===== src/rtl/alarm_pkg.sv =====
// Shared alarm-system types and constants.
// Holds the system FSM state encoding, the passcode controller state encoding,
// the default clock rate, and a helper that decides when digits are accepted.
package alarm_pkg;

  // States of the alarm system FSM, which this controller only observes.
  typedef enum logic [1:0] {
    STATE_IDLE,
    STATE_SET,
    STATE_TRIGGER,
    STATE_ALERT
  } fsm_state_t;

  // Default clock rate in Hz. It doubles as the number of prescaler counts per second.
  localparam int CLK_HZ = 50_000_000;

  // States of the passcode controller.
  typedef enum logic [2:0] {
    PC_ENTRY,
    PC_CHECK,
    PC_LOCKOUT,
    PC_PROG_NEW,
    PC_PROG_CONFIRM
  } pc_state_t;

  // Passcode entry is only meaningful while the system is armed or alarming.
  // Code programming is only allowed while the system is disarmed.
  function automatic logic digit_accepted(pc_state_t pc, fsm_state_t sys);
    logic ok;
    ok = 1'b0;
    case (pc)
      PC_ENTRY:        ok = (sys != STATE_IDLE);
      PC_PROG_NEW,
      PC_PROG_CONFIRM: ok = (sys == STATE_IDLE);
      default:         ok = 1'b0;
    endcase
    return ok;
  endfunction

endpackage


===== src/rtl/seconds_tick.sv =====
// Seconds prescaler that emits a one-cycle tick every TICK_HZ enabled clocks.
// A synchronous restart parks the count at zero, so the first tick after a
// restart arrives exactly TICK_HZ enabled cycles later. The system FSM
// countdown can reuse this block.
module seconds_tick #(
  parameter int TICK_HZ = alarm_pkg::CLK_HZ
) (
  input  logic clk,
  input  logic rst,
  input  logic i_enable,
  input  logic i_restart,
  output logic o_tick
);

  localparam int            CW   = (TICK_HZ > 1) ? $clog2(TICK_HZ) : 1;
  localparam logic [CW-1:0] LAST = CW'(TICK_HZ - 1);

  logic [CW-1:0] r_count;
  logic          w_wrap;

  // The tick fires on the final count of each second. Restart suppresses it.
  assign w_wrap = i_enable && !i_restart && (r_count == LAST);
  assign o_tick = w_wrap;

  // Prescaler counter: hold at zero on restart, wrap at the end of each second.
  always_ff @(posedge clk or posedge rst) begin
    if (rst) begin
      r_count <= '0;
    end else if (i_restart) begin
      r_count <= '0;
    end else if (i_enable) begin
      r_count <= w_wrap ? '0 : r_count + CW'(1);
    end
  end

endmodule


===== src/rtl/passcode_controller.sv =====
// Keypad passcode controller.
// Buffers digits and checks them against the stored code. It pulses
// passcode_correct or passcode_wrong for the alarm FSM. Too many wrong tries
// start a timed lockout. While the system is idle, it runs a two-pass flow to
// program a new code.
module passcode_controller
  import alarm_pkg::*;
#(
  parameter int                    CODE_LEN     = 4,
  parameter int                    MAX_ATTEMPTS = 3,
  parameter int                    CLK_HZ       = alarm_pkg::CLK_HZ,
  parameter int                    LOCKOUT_S    = 10,
  parameter logic [4*CODE_LEN-1:0] DEFAULT_CODE = 16'h1234
) (
  input  logic       clk,
  input  logic       rst,
  input  fsm_state_t system_state,
  input  logic [3:0] digit_in,
  input  logic       digit_valid,
  input  logic       enter,
  input  logic       clear,
  input  logic       program_req,
  output logic       passcode_correct,
  output logic       passcode_wrong,
  output logic       code_updated,
  output logic [2:0] entry_count,
  output logic [1:0] attempts_left,
  output logic       locked,
  output logic [7:0] lockout_seconds,
  output logic       programming
);

  localparam int         BW        = 4 * CODE_LEN;
  localparam logic [2:0] FULL      = 3'(CODE_LEN);
  localparam logic [1:0] ATT_MAX   = 2'(MAX_ATTEMPTS);
  localparam logic [7:0] LOCK_SECS = 8'(LOCKOUT_S);

  // Registered state.
  pc_state_t     r_state;
  fsm_state_t    r_sys_prev;
  logic [BW-1:0] r_buf;
  logic [2:0]    r_count;
  logic [BW-1:0] r_code;
  logic [BW-1:0] r_cand;
  logic [1:0]    r_attempts;
  logic [7:0]    r_lock_secs;
  logic          r_correct;
  logic          r_wrong;
  logic          r_updated;

  // Next-state values.
  pc_state_t     w_state_next;
  logic [BW-1:0] w_buf_next;
  logic [2:0]    w_count_next;
  logic [BW-1:0] w_code_next;
  logic [BW-1:0] w_cand_next;
  logic [1:0]    w_attempts_next;
  logic [7:0]    w_secs_next;
  logic          w_correct_next;
  logic          w_wrong_next;
  logic          w_updated_next;

  // Decoded conditions.
  logic                w_sys_changed;
  logic                w_in_prog;
  logic                w_full;
  logic                w_digit_ok;
  logic                w_locked;
  logic                w_restart;
  logic                w_tick;
  logic [CODE_LEN-1:0] w_nib_eq_code;
  logic [CODE_LEN-1:0] w_nib_eq_cand;
  logic                w_match_code;
  logic                w_match_cand;

  assign w_sys_changed = (system_state != r_sys_prev);
  assign w_in_prog     = (r_state == PC_PROG_NEW) || (r_state == PC_PROG_CONFIRM);
  assign w_full        = (r_count == FULL);
  assign w_digit_ok    = digit_valid && digit_accepted(r_state, system_state);
  assign w_locked      = (r_state == PC_LOCKOUT);

  // Compare the buffer with the stored code and the candidate code one digit at a time.
  // A match also needs a full buffer, so leading zeros cannot match a short entry.
  for (genvar gi = 0; gi < CODE_LEN; gi++) begin : g_nibble
    assign w_nib_eq_code[gi] = (r_buf[4*gi +: 4] == r_code[4*gi +: 4]);
    assign w_nib_eq_cand[gi] = (r_buf[4*gi +: 4] == r_cand[4*gi +: 4]);
  end

  assign w_match_code = w_full && (&w_nib_eq_code);
  assign w_match_cand = w_full && (&w_nib_eq_cand);

  // Keep the prescaler at zero outside lockout, so every lockout starts on a full second.
  assign w_restart = !w_locked;

  seconds_tick #(
    .TICK_HZ (CLK_HZ)
  ) u_seconds_tick (
    .clk       (clk),
    .rst       (rst),
    .i_enable  (w_locked),
    .i_restart (w_restart),
    .o_tick    (w_tick)
  );

  // Controller next-state logic.
  // Strobe priority is: system state change, then clear, then enter, then
  // program_req, then digit. Lower-priority strobes in the same cycle are dropped.
  always_comb begin
    w_state_next    = r_state;
    w_buf_next      = r_buf;
    w_count_next    = r_count;
    w_code_next     = r_code;
    w_cand_next     = r_cand;
    w_attempts_next = r_attempts;
    w_secs_next     = r_lock_secs;
    w_correct_next  = 1'b0;
    w_wrong_next    = 1'b0;
    w_updated_next  = 1'b0;

    case (r_state)
      PC_LOCKOUT: begin
        // Ignore all strobes. Leave lockout when the last second expires.
        if (w_tick) begin
          w_secs_next = r_lock_secs - 8'd1;
          if (r_lock_secs == 8'd1) begin
            w_state_next    = PC_ENTRY;
            w_attempts_next = ATT_MAX;
          end
        end
      end

      PC_CHECK: begin
        // This one-cycle evaluation state registers the verdict pulse.
        w_buf_next   = '0;
        w_count_next = '0;
        w_state_next = PC_ENTRY;
        if (w_match_code) begin
          w_correct_next  = 1'b1;
          w_attempts_next = ATT_MAX;
        end else begin
          w_wrong_next = 1'b1;
          if (r_attempts > 2'd1) begin
            w_attempts_next = r_attempts - 2'd1;
          end else begin
            w_attempts_next = 2'd0;
            w_secs_next     = LOCK_SECS;
            w_state_next    = PC_LOCKOUT;
          end
        end
      end

      default: begin
        if (w_sys_changed) begin
          // Drop any partial entry made under the old system state.
          // Leaving idle also abandons programming.
          w_buf_next   = '0;
          w_count_next = '0;
          if (w_in_prog && (system_state != STATE_IDLE)) begin
            w_state_next = PC_ENTRY;
          end
        end else if (clear) begin
          w_buf_next   = '0;
          w_count_next = '0;
          if (w_in_prog) begin
            w_state_next = PC_ENTRY;
          end
        end else if (enter) begin
          case (r_state)
            PC_ENTRY: begin
              // An empty submit is not an attempt.
              if (r_count != 3'd0) begin
                w_state_next = PC_CHECK;
              end
            end
            PC_PROG_NEW: begin
              w_buf_next   = '0;
              w_count_next = '0;
              if (w_full) begin
                w_cand_next  = r_buf;
                w_state_next = PC_PROG_CONFIRM;
              end else begin
                w_wrong_next = 1'b1;
                w_state_next = PC_ENTRY;
              end
            end
            PC_PROG_CONFIRM: begin
              w_buf_next   = '0;
              w_count_next = '0;
              w_state_next = PC_ENTRY;
              if (w_match_cand) begin
                w_code_next    = r_cand;
                w_updated_next = 1'b1;
              end else begin
                w_wrong_next = 1'b1;
              end
            end
            default: begin
              w_state_next = PC_ENTRY;
            end
          endcase
        end else if (program_req && (r_state == PC_ENTRY) && (system_state == STATE_IDLE)) begin
          w_buf_next   = '0;
          w_count_next = '0;
          w_state_next = PC_PROG_NEW;
        end else if (w_digit_ok && !w_full) begin
          // New digits enter at the LS nibble. Extra digits beyond a full code are dropped.
          w_buf_next   = {r_buf[BW-5:0], digit_in};
          w_count_next = r_count + 3'd1;
        end
      end
    endcase
  end

  // State register with asynchronous reset to the power-on defaults.
  always_ff @(posedge clk or posedge rst) begin
    if (rst) begin
      r_state     <= PC_ENTRY;
      r_sys_prev  <= STATE_IDLE;
      r_buf       <= '0;
      r_count     <= '0;
      r_code      <= DEFAULT_CODE;
      r_cand      <= '0;
      r_attempts  <= ATT_MAX;
      r_lock_secs <= '0;
      r_correct   <= 1'b0;
      r_wrong     <= 1'b0;
      r_updated   <= 1'b0;
    end else begin
      r_state     <= w_state_next;
      r_sys_prev  <= system_state;
      r_buf       <= w_buf_next;
      r_count     <= w_count_next;
      r_code      <= w_code_next;
      r_cand      <= w_cand_next;
      r_attempts  <= w_attempts_next;
      r_lock_secs <= w_secs_next;
      r_correct   <= w_correct_next;
      r_wrong     <= w_wrong_next;
      r_updated   <= w_updated_next;
    end
  end

  assign passcode_correct = r_correct;
  assign passcode_wrong   = r_wrong;
  assign code_updated     = r_updated;
  assign entry_count      = r_count;
  assign attempts_left    = r_attempts;
  assign locked           = w_locked;
  assign lockout_seconds  = r_lock_secs;
  assign programming      = w_in_prog;

endmodule


===== config.mk =====
export PLATFORM = sky130hd
export DESIGN_NAME = passcode_controller
export DESIGN_NICKNAME = d
export VERILOG_FILES = /design/src/rtl/alarm_pkg.sv /design/src/rtl/seconds_tick.sv /design/src/rtl/passcode_controller.sv
export SDC_FILE = /design/constraint.sdc
export NUM_CORES = 1
export LEC_CHECK = 0
export ABC_AREA = 1
export BUFFER_PORTS_ARGS = -buffer_cell sky130_fd_sc_hd__buf_2
export CAP_MARGIN = 0
export CORE_ASPECT_RATIO = 1.4
export CORE_MARGIN = 2
export CORE_UTILIZATION = 48
export CTS_BUF_LIST = sky130_fd_sc_hd__clkbuf_2 sky130_fd_sc_hd__clkbuf_4 sky130_fd_sc_hd__clkbuf_8
export DETAILED_ROUTE_END_ITERATION = 6
export MAX_ROUTING_LAYER = met4
export PLACE_DENSITY = 0.74
export SYNTH_ARGS = -nofsm -noshare
export SYNTH_HDL_FRONTEND = slang
export SYNTH_SLANG_ARGS = --single-unit

===== constraint.sdc =====
create_clock -name clk -period 3.1 [get_ports clk]
set_input_delay 0.465 -clock clk [delete_from_list [all_inputs] [get_ports clk]]
set_output_delay 0.465 -clock clk [all_outputs]
set_load 0.05 [all_outputs]

==> results of run 1 <==
[sequential cells by signal (all words and copies together) (netlist names), 2 cells and up]
signal,count
r_cand,16
attempts_left,2
lockout_seconds,8
r_state,3
entry_count,3
u_seconds_tick.r_count,26
r_sys_prev,2
r_buf,16
r_code,16
[routing by layer]
layer	GRT usage, %	vias up	wire length (um)
met5	-	-	0
met1	28.4	2349	5660
li1	-	2410	-
met4	12.3	0	582
met2	41.1	131	7390
met3	2.29	36	433
[power breakdown]
part           switching (mW)  total (mW)  internal [mW]
Combinational           0.778        1.05          0.275
Clock                   0.482       0.865          0.382
Sequential             0.0931        1.42           1.33
[how the worst max path moves through the flow]
stage	endpoint	slack [ns]	cells after the start
finish	r_cand[14]	0.94	11
global route	lockout_seconds[7]	0.69	12
CTS	r_cand[14]	0.95	11
detailed placement	r_buf[9]	0.84	10
global placement	r_buf[1]	0.86	11
floorplan	code_updated	0.17	1
[worst max-delay path, cell delays in order (launching register included)]
cell,delay [ns]
dfrtp_1,0.46
inv_1,0.12
nand2_2,0.11
nor2_4,0.08
inv_4,0.18
nand2_4,0.08
inv_4,0.11
nand3_2,0.10
inv_2,0.08
nand3_4,0.39
nor2_1,0.26
a21oi_2,0.05
[cells by family (layout without fill, tap and decap cells)]
| logic type | after synthesis | after routing | synth area share [%] |
|---|---|---|---|
| compound gates | 58 | 58 | 6.51 |
| xor+xnor | 31 | 31 | 4.90 |
| fa+ha+maj | 5 | 5 | 1.13 |
| buf+inv | 97 | 132 | 7.68 |
| flops | 95 | 95 | 43.1 |
| simple gates | 448 | 448 | 36.7 |
[layout by cell type (no fill, tap or decap), types with 6 or more instances in the layout]
cell,synthesis,final
a21oi_1,8,8
inv_1,72,71
nand4_1,35,35
o21ai_1,17,17
dfstp_2,7,7
nand2_2,13,13
clkbuf_8,0,9
xnor2_1,19,19
nor3_1,12,12
inv_2,6,6
nor2_2,6,6
dfrtp_1,88,88
o21ai_0,12,12
nand2_1,217,217
o21ai_2,14,14
buf_2,4,29
nor2_1,101,101
xor2_1,12,12
nand3_1,45,45
[area by class of cell]
cell class	instances	area [um^2]	share of cell area (%)
multi-input combinational	542	2730	45.5
clock buffer	9	124	2.06
sequential	95	2390	39.8
timing repair buffer	34	183	3.04
clock inverter	7	81.3	1.36
inverter	82	318	5.30
tap	144	180	3.00
==> flow_metrics.tcl, run 1 <==
set metrics [dict create \
    worst_ep_arrival_time_ns 2.42 \
    cp-start-kind "flop" \
    root_buffer "clkbuf_8" \
    drt_pre_antenna_iters 5 \
    netlist_instances 734 \
    drt.antenna.violating_nets 0 \
    die_w_um 94.8 \
    detail_route.wl_per_cell_um 15.4 \
    utilization_pct 53.2 \
    grt_pass1_wl_mm 23.2 \
    netlist_top_cells_count "217 x nand2_1, 101 x nor2_1, 88 x dfrtp_1" \
    setup_ws_ns 0.940 \
    clock_path_buffers 2 \
    reg2reg_from "r_state[2]" \
    crit_path_max_fanout 33 \
    synth_top_area_share_pct 39.8 \
    startpoint "r_state[2]" \
    powerDensity_nw_per_um2 556 \
    post-synth-top-count-cell "nand2_1" \
    fmaxAchievable_mhz 463 \
    numClockSinks 95 \
    postSynth.asyncResetShare_pct 100 \
    placed_cell_area_um2 5790 \
    ir_worst_vdd_mv 0.697 \
    whs_ns 0.117 \
    setup_viol 0 \
    cp.required_ns 3.36 \
    io_pins 30 \
    synth_fp_nets 751 \
    cts_hold_buffers 0 \
    path_clk_slew_ns 0.10 \
    skew_ns 0.0143 \
    clk_latency_ns 0.38 \
    dp_hpwl_mm 10.5 \
    dr.first_iter.drc_count 399 \
    final.min_clock_period_ns 2.16 \
    syn_area_per_cell_um2 7.55 \
    hold_violations 0 \
    track_usage_pct 24.3 \
    drv_cap 0 \
    cp-end-kind "flop" \
    leakagePower_nw 2.93 \
    syn_area_um2 5540 \
    die_h_um 131 \
    avgViaCountPerCell 5.40 \
    pre_cts_slack_ns 0.836 \
    overflow 0 \
    drc 0 \
    cts_tree "built" \
    fillers 1106 \
    hold_path.class "in2async" \
    syn_to_final_growth_pct 8.31 \
    rsz0062_at_grt "no" \
    htree_levels 3 \
    die_area_um2 12400 \
    ff2ff_path_depth 11 \
    ctsResizeCount 0 \
    worst_slew_pin_slew_ns 0.581 \
    antenna_found_initial 0 \
    fin_cells 913 \
    place_congestion 0.974 \
    rows 46 \
    p_total_mw 3.34 \
    post_cts_buffers 0 \
    final_design_area_no_fill_um2 6000 \
    layout-drive-gt1-share_pct 14.8 \
    insertedDiodeCount 0 \
    path_class "reg2reg" \
    fin_nets 781 \
    outcome "finished clean" \
    start_util_pct 49.1 \
    cts_buffers 9 \
    synth_top_area_cell "dfrtp_1" \
    drv_slew 0 \
    r2r_slack_ns 0.94 \
    ys_warn_count 0 \
    port_buffers 29 \
    vias 4926 \
    synth_area_leaders "dfrtp_1 40%, nand2_1 15%, nor2_1 6.8%" \
    synth_edf_count 0 \
    grt_pass1_vias 4800 \
    tns_ns 0 \
    grt_max_degree 41 \
    seq_area_frac_synth_pct 43.1 \
    crit-reg2reg-capture "r_cand[14]" \
    slew_headroom_pct 61.2 \
    finalWirelength_mm 14.1 \
    period_share_pct 69.7 \
    synth_cell_types 45 \
    synth_seq_cells 95 \
    synthFlopType "dfrtp_1" \
    core_um2 11300 \
    place_inst 897 \
]
No activity file was read; power rests on OpenSTA's default activity.
==> run 2: changes to the inputs <==
==> constraint.sdc (replaced) <==
create_clock -name clk -period 1.96 [get_ports clk]
set_input_delay 0.294 -clock clk [delete_from_list [all_inputs] [get_ports clk]]
set_output_delay 0.294 -clock clk [all_outputs]
set_load 0.05 [all_outputs]
==> run 2 against run 1 <==
Combinational power increased by 70%. Core utilization increased by 3.0 points. Clock power increased by 58%. Critical endpoint is now programming. Largest cell class unchanged. Highest routed layer unchanged.
==> flow_metrics.tcl, run 2 (synthesis gave the netlist of run 1 again) <==
set metrics [dict create \
    rsz0062_at_grt "no" \
    final.min_clock_period_ns 1.87 \
    cp-start-kind "flop" \
    overflow 0 \
    core_um2 11300 \
    utilization_pct 56.2 \
    fin_nets 809 \
    fin_cells 941 \
    path_class "reg2out" \
    p_total_mw 5.39 \
    rows 46 \
    die_area_um2 12400 \
    final_common_cell "nand2_1" \
    syn_to_final_growth_pct 14.4 \
    hold_violations 0 \
    grt_max_degree 30 \
    ir_worst_vdd_mv 1.02 \
    cp-end-kind "output pin" \
    place_inst 919 \
    period_share_pct 95.5 \
    drt.antenna.violating_nets 0 \
    dp_hpwl_mm 10.6 \
    dr.first_iter.drc_count 410 \
    path_clk_slew_ns 0.10 \
    drt_pre_antenna_iters 5 \
    port_buffers 29 \
    place_congestion 0.968 \
    crit_path_max_fanout 5 \
    drv_cap 0 \
    numClockSinks 95 \
    root_buffer "clkbuf_8" \
    setup_viol 0 \
    track_usage_pct 24.4 \
    antenna_found_initial 0 \
    avgViaCountPerCell 5.35 \
    grt_pass1_wl_mm 23.3 \
    worst_ep_arrival_time_ns 1.58 \
    io_pins 30 \
    hold_path.class "in2reg" \
    finalWirelength_mm 14.4 \
    htree_levels 3 \
    grt_pass1_vias 4986 \
    whs_path_depth 1 \
    slew_headroom_pct 64.5 \
    layout-drive-gt1-share_pct 18.7 \
    clk_latency_ns 0.37 \
    clock_path_buffers 2 \
    leakagePower_nw 3.11 \
    die_h_um 131 \
    cts_buffers 9 \
    fmaxAchievable_mhz 535 \
    final_cell_mix "216 x nand2_1, 97 x nor2_1, 86 x dfrtp_1" \
    powerDensity_nw_per_um2 850 \
    outcome "finished clean" \
    ff2ff_path_depth 9 \
    largest_reg_flops 26 \
    insertedDiodeCount 0 \
    start_util_pct 49.1 \
    largest_register "u_seconds_tick.r_count" \
    cp.required_ns 1.67 \
    drv_slew 0 \
    pre_cts_slack_ns -0.00657 \
    vias 5039 \
    setup_ws_ns 0.0891 \
    whs_ns 0.0669 \
    skew_ns 0.0151 \
    detail_route.wl_per_cell_um 15.3 \
    drc 0 \
    worst_slew_pin_slew_ns 0.531 \
    cts_tree "built" \
    die_w_um 94.8 \
]
run 2: changes by cell type in the layout (fill, tap and decap cells not counted), moves of 2 or more:
cell	change
buf_4	+20
buf_12	+4
nor2_1	-4
nor2_2	+3
clkbuf_8	+2
dfrtp_1	-2
dfrtp_2	+2
nand3_4	+2
run 2: through the flow:
| stage | instance area [um^2] | TNS [ns] |
|---|---|---|
| 2_1_floorplan | 5550 | 0 |
| 3_3_place_gp | 6000 | 0 |
| 3_5_place_dp | 6000 | -0.0115 |
| 4_1_cts | 6230 | 0 |
| 5_1_grt | 6340 | 0 |
| 6_report | 6340 | 0 |
run 2: what timing repair did:
| action | in CTS | in global routing |
|---|---|---|
| buffers inserted | 0 | 2 |
| hold endpoints to repair | 14 | 0 |
| pin swaps | 0 | 5 |
| setup endpoints to repair | 8 | 43 |
| gates resized for setup | 1 | 10 |
| gates cloned | 0 | 3 |
| hold buffers | 1 | 0 |
run 2: final cells by class:
class	count	area (um^2)
fill	1082	4940
multi-input combinational	545	2810
sequential	95	2390
timing repair buffer	59	425
inverter	82	319
tap	144	180
clock buffer	11	151
clock inverter	5	63.8
run 2: where the power goes:
group / switching [mW] / leakage [nW] / internal [mW]
Sequential: 0.139 / 1.28 / 2.10
Clock: 0.701 / 0.106 / 0.668
Combinational: 1.28 / 1.72 / 0.506
run 2: final timing paths:
| kind | from | endpoint | slack [ns] |
|---|---|---|---|
| max | r_state[0] | programming | 0.09 |
| min | system_state[1] | r_sys_prev[1] | 0.07 |
| max reg2reg | entry_count[0] | r_code[6] | 0.11 |
| min reg2reg | u_seconds_tick.r_count[0] | u_seconds_tick.r_count[0] | 0.47 |
| max in group asynchronous | rst | attempts_left[0] | 0.89 |
| min in group asynchronous | rst | r_code[1] | 0.52 |
run 2: worst max-delay path: stages, from the launching register on:
cell,delay [ns]
dfrtp_1,0.46
nor2_1,0.20
nand2_1,0.19
nand2_1,0.12
clkbuf_4,0.23
run 2: layer usage:
layer	share of wire, %	up-vias	GRT usage (%)
met2	53	121	41.8
met1	40	2411	28.7
li1	-	2474	-
met4	2.7	0	9.50
met5	0	-	-
met3	3.5	33	3.21
==> run 3: changes to the inputs <==
--- a/config.mk
+++ b/config.mk
@@ -8,13 +8,15 @@
 export ABC_AREA = 1
 export BUFFER_PORTS_ARGS = -buffer_cell sky130_fd_sc_hd__buf_2
 export CAP_MARGIN = 0
+export CELL_PAD_IN_SITES_DETAIL_PLACEMENT = 1
+export CELL_PAD_IN_SITES_GLOBAL_PLACEMENT = 2
 export CORE_ASPECT_RATIO = 1.4
 export CORE_MARGIN = 2
-export CORE_UTILIZATION = 48
+export CORE_UTILIZATION = 34
 export CTS_BUF_LIST = sky130_fd_sc_hd__clkbuf_2 sky130_fd_sc_hd__clkbuf_4 sky130_fd_sc_hd__clkbuf_8
 export DETAILED_ROUTE_END_ITERATION = 6
 export MAX_ROUTING_LAYER = met4
-export PLACE_DENSITY = 0.74
+export PLACE_DENSITY = 0.85
 export SYNTH_ARGS = -nofsm -noshare
 export SYNTH_HDL_FRONTEND = slang
 export SYNTH_SLANG_ARGS = --single-unit
==> run 3 against run 2 <==
Register-to-register slack about the same. Hold slack worse by 0.026 ns. Global-route usage down 3.8 points. Cell area up 0.93%. Core utilization down 16 points. Critical endpoint is now u_seconds_tick.r_count[3].
==> flow_metrics.tcl, run 3 (synthesis gave the netlist of run 1 again) <==
set metrics [dict create \
    skew_ns 0.0153 \
    dr.first_iter.drc_count 219 \
    leakagePower_nw 3.06 \
    ff2ff_path_depth 10 \
    p_sw_mw 2.29 \
    fmaxAchievable_mhz 537 \
    slowest_delay_ns 0.42 \
    syn_to_final_growth_pct 15.5 \
    final_cell_mix "217 x nand2_1, 98 x nor2_1, 84 x dfrtp_1" \
    final_design_area_no_fill_um2 6400 \
    setup_ws_ns 0.0977 \
    r2r_slack_ns 0.1 \
    drt.antenna.violating_nets 0 \
    power_frac_clock_pct 24.0 \
    swShare_pct 41.9 \
    largest_reg_flops 26 \
    crit-reg2reg-capture "u_seconds_tick.r_count[3]" \
    path_clk_slew_ns 0.11 \
    powerDensity_nw_per_um2 855 \
    grt_pass1_wl_mm 27.7 \
    cts_tree "built" \
    final.min_clock_period_ns 1.86 \
    ir_worst_vdd_mv 0.749 \
    grt_pass1_vias 5409 \
    worst_slew_pin_slew_ns 0.546 \
    placed_cell_area_um2 6070 \
    finalWirelength_mm 16.6 \
    port_buffers 29 \
    cp.required_ns 2.27 \
    multiInputGateArea_um2 2790 \
    drt_pre_antenna_iters 4 \
    p_total_mw 5.47 \
    die_area_um2 17300 \
    clk_latency_ns 0.39 \
    crit_chain "ha_2, nand3_2, nor2_1, nand2_1, nor2_4, nor2_4, buf_12, buf_12, o21ai_1, a21oi_1" \
    cts_buffers 9 \
    worstHoldEndpoint "r_sys_prev[1]" \
    antenna_found_initial 0 \
    place_inst 971 \
    overflow 0 \
    drc 0 \
    fillers 2000 \
    insertedDiodeCount 0 \
    root_buffer "clkbuf_8" \
    tns_ns 0 \
    worst_ep_arrival_time_ns 2.18 \
    drv_slew 0 \
    setup_viol 0 \
    grt_max_degree 45 \
    final_common_cell "nand2_1" \
    cp-start-kind "flop" \
    clock_path_buffers 2 \
    whs_path_depth 1 \
    place_congestion 0.861 \
    core_um2 16000 \
    path_class "reg2reg" \
    numClockSinks 95 \
    die_w_um 112 \
    slowest_stage "dfrtp_1" \
    fin_nets 806 \
    reg2reg_from "u_seconds_tick.r_count[0]" \
    p_comb_share_pct 34.8 \
    cp-end-kind "flop" \
    hold_violations 0 \
    dp_hpwl_mm 12.4 \
    pre_cts_slack_ns -0.0484 \
    drv_cap 0 \
    hold_path.class "in2reg" \
    period_share_pct 95.0 \
    slew_headroom_pct 63.5 \
    start_util_pct 34.5 \
    detail_route.wl_per_cell_um 16.8 \
    htree_levels 3 \
    utilization_pct 39.9 \
    seqCellArea_um2 2390 \
    power_frac_seq_pct 41.2 \
    whs_ns 0.0414 \
    internal_power_mw 3.17 \
    io_pins 30 \
    vias 5004 \
    crit_path_max_fanout 5 \
    largest_register "u_seconds_tick.r_count" \
    die_h_um 155 \
    track_usage_pct 20.6 \
    layout-drive-gt1-share_pct 18.6 \
    crit_family "simple AND/OR/NAND/NOR gates" \
    crit_buf_inv 2 \
    hp-start "system_state[1]" \
    rows 55 \
    avgViaCountPerCell 5.04 \
    outcome "finished clean" \
    fin_cells 993 \
]
## run 3: cell count changes in the layout (fill, tap and decap cells not counted), sizes merged, moves of 2 or more
| cell | change |
|---|---|
| inv | +2 |
| clkbuf | -2 |
| clkinvlp | +2 |
| nand3 | -2 |
## run 3: worst register-to-register path, cell delays in order, from the launching register on
cell     delay [ns]
dfrtp_1        0.42
ha_2           0.22
nand3_2        0.10
nor2_1         0.06
nand2_1        0.15
nor2_4         0.07
nor2_4         0.26
buf_12         0.16
buf_12         0.10
o21ai_1        0.08
a21oi_1        0.18
## run 3: final cells by class
class	count	area share, %
multi-input combinational	543	43.6
sequential	95	37.4
clock inverter	7	1.02
timing repair buffer	58	7.22
tap	199	3.89
clock buffer	9	1.94
inverter	82	4.99
## run 3: how the worst max path moves through the flow
stage | startpoint | endpoint | slack (ns) | cells past startpoint
floorplan | entry_count[0] | lockout_seconds[2] | 0.06 | 12
global placement | u_seconds_tick.r_count[0] | lockout_seconds[2] | 0.04 | 10
detailed placement | u_seconds_tick.r_count[0] | lockout_seconds[1] | -0.05 | 10
CTS | u_seconds_tick.r_count[0] | r_state[1] | 0.002 | 10
global route | u_seconds_tick.r_count[0] | u_seconds_tick.r_count[3] | -0.04 | 10
finish | u_seconds_tick.r_count[0] | u_seconds_tick.r_count[3] | 0.1 | 10
## run 3: power by group through the flow
stage	combinational [mW]	sequential, mW	clock, mW
after floorplan	0.988	2.58	0
after global placement	1.76	2.28	0
after detailed placement	1.81	2.29	0
after CTS	1.87	2.25	1.36
after global routing	2.10	2.28	1.45
final	1.90	2.25	1.31
## run 3: per-layer routing
layer  track usage [%]  share of wire, %  wire length, um  up-vias
met5                 -                 0                0        -
met4              6.58               1.8              293        0
met3              2.45               1.8              302       19
met2              37.4                55             9190       49
met1              23.8                41             6860     2481
li1                  -                 -                -     2455
## run 3: timing repair
item                                   CTS  global route
buffers inserted                         2             2
setup endpoints to repair               10            21
endpoints found under the hold margin   18             0
hold buffers                             1             0
gates resized for setup                  3            12
gates cloned                             0             1
pin swaps                                1             3
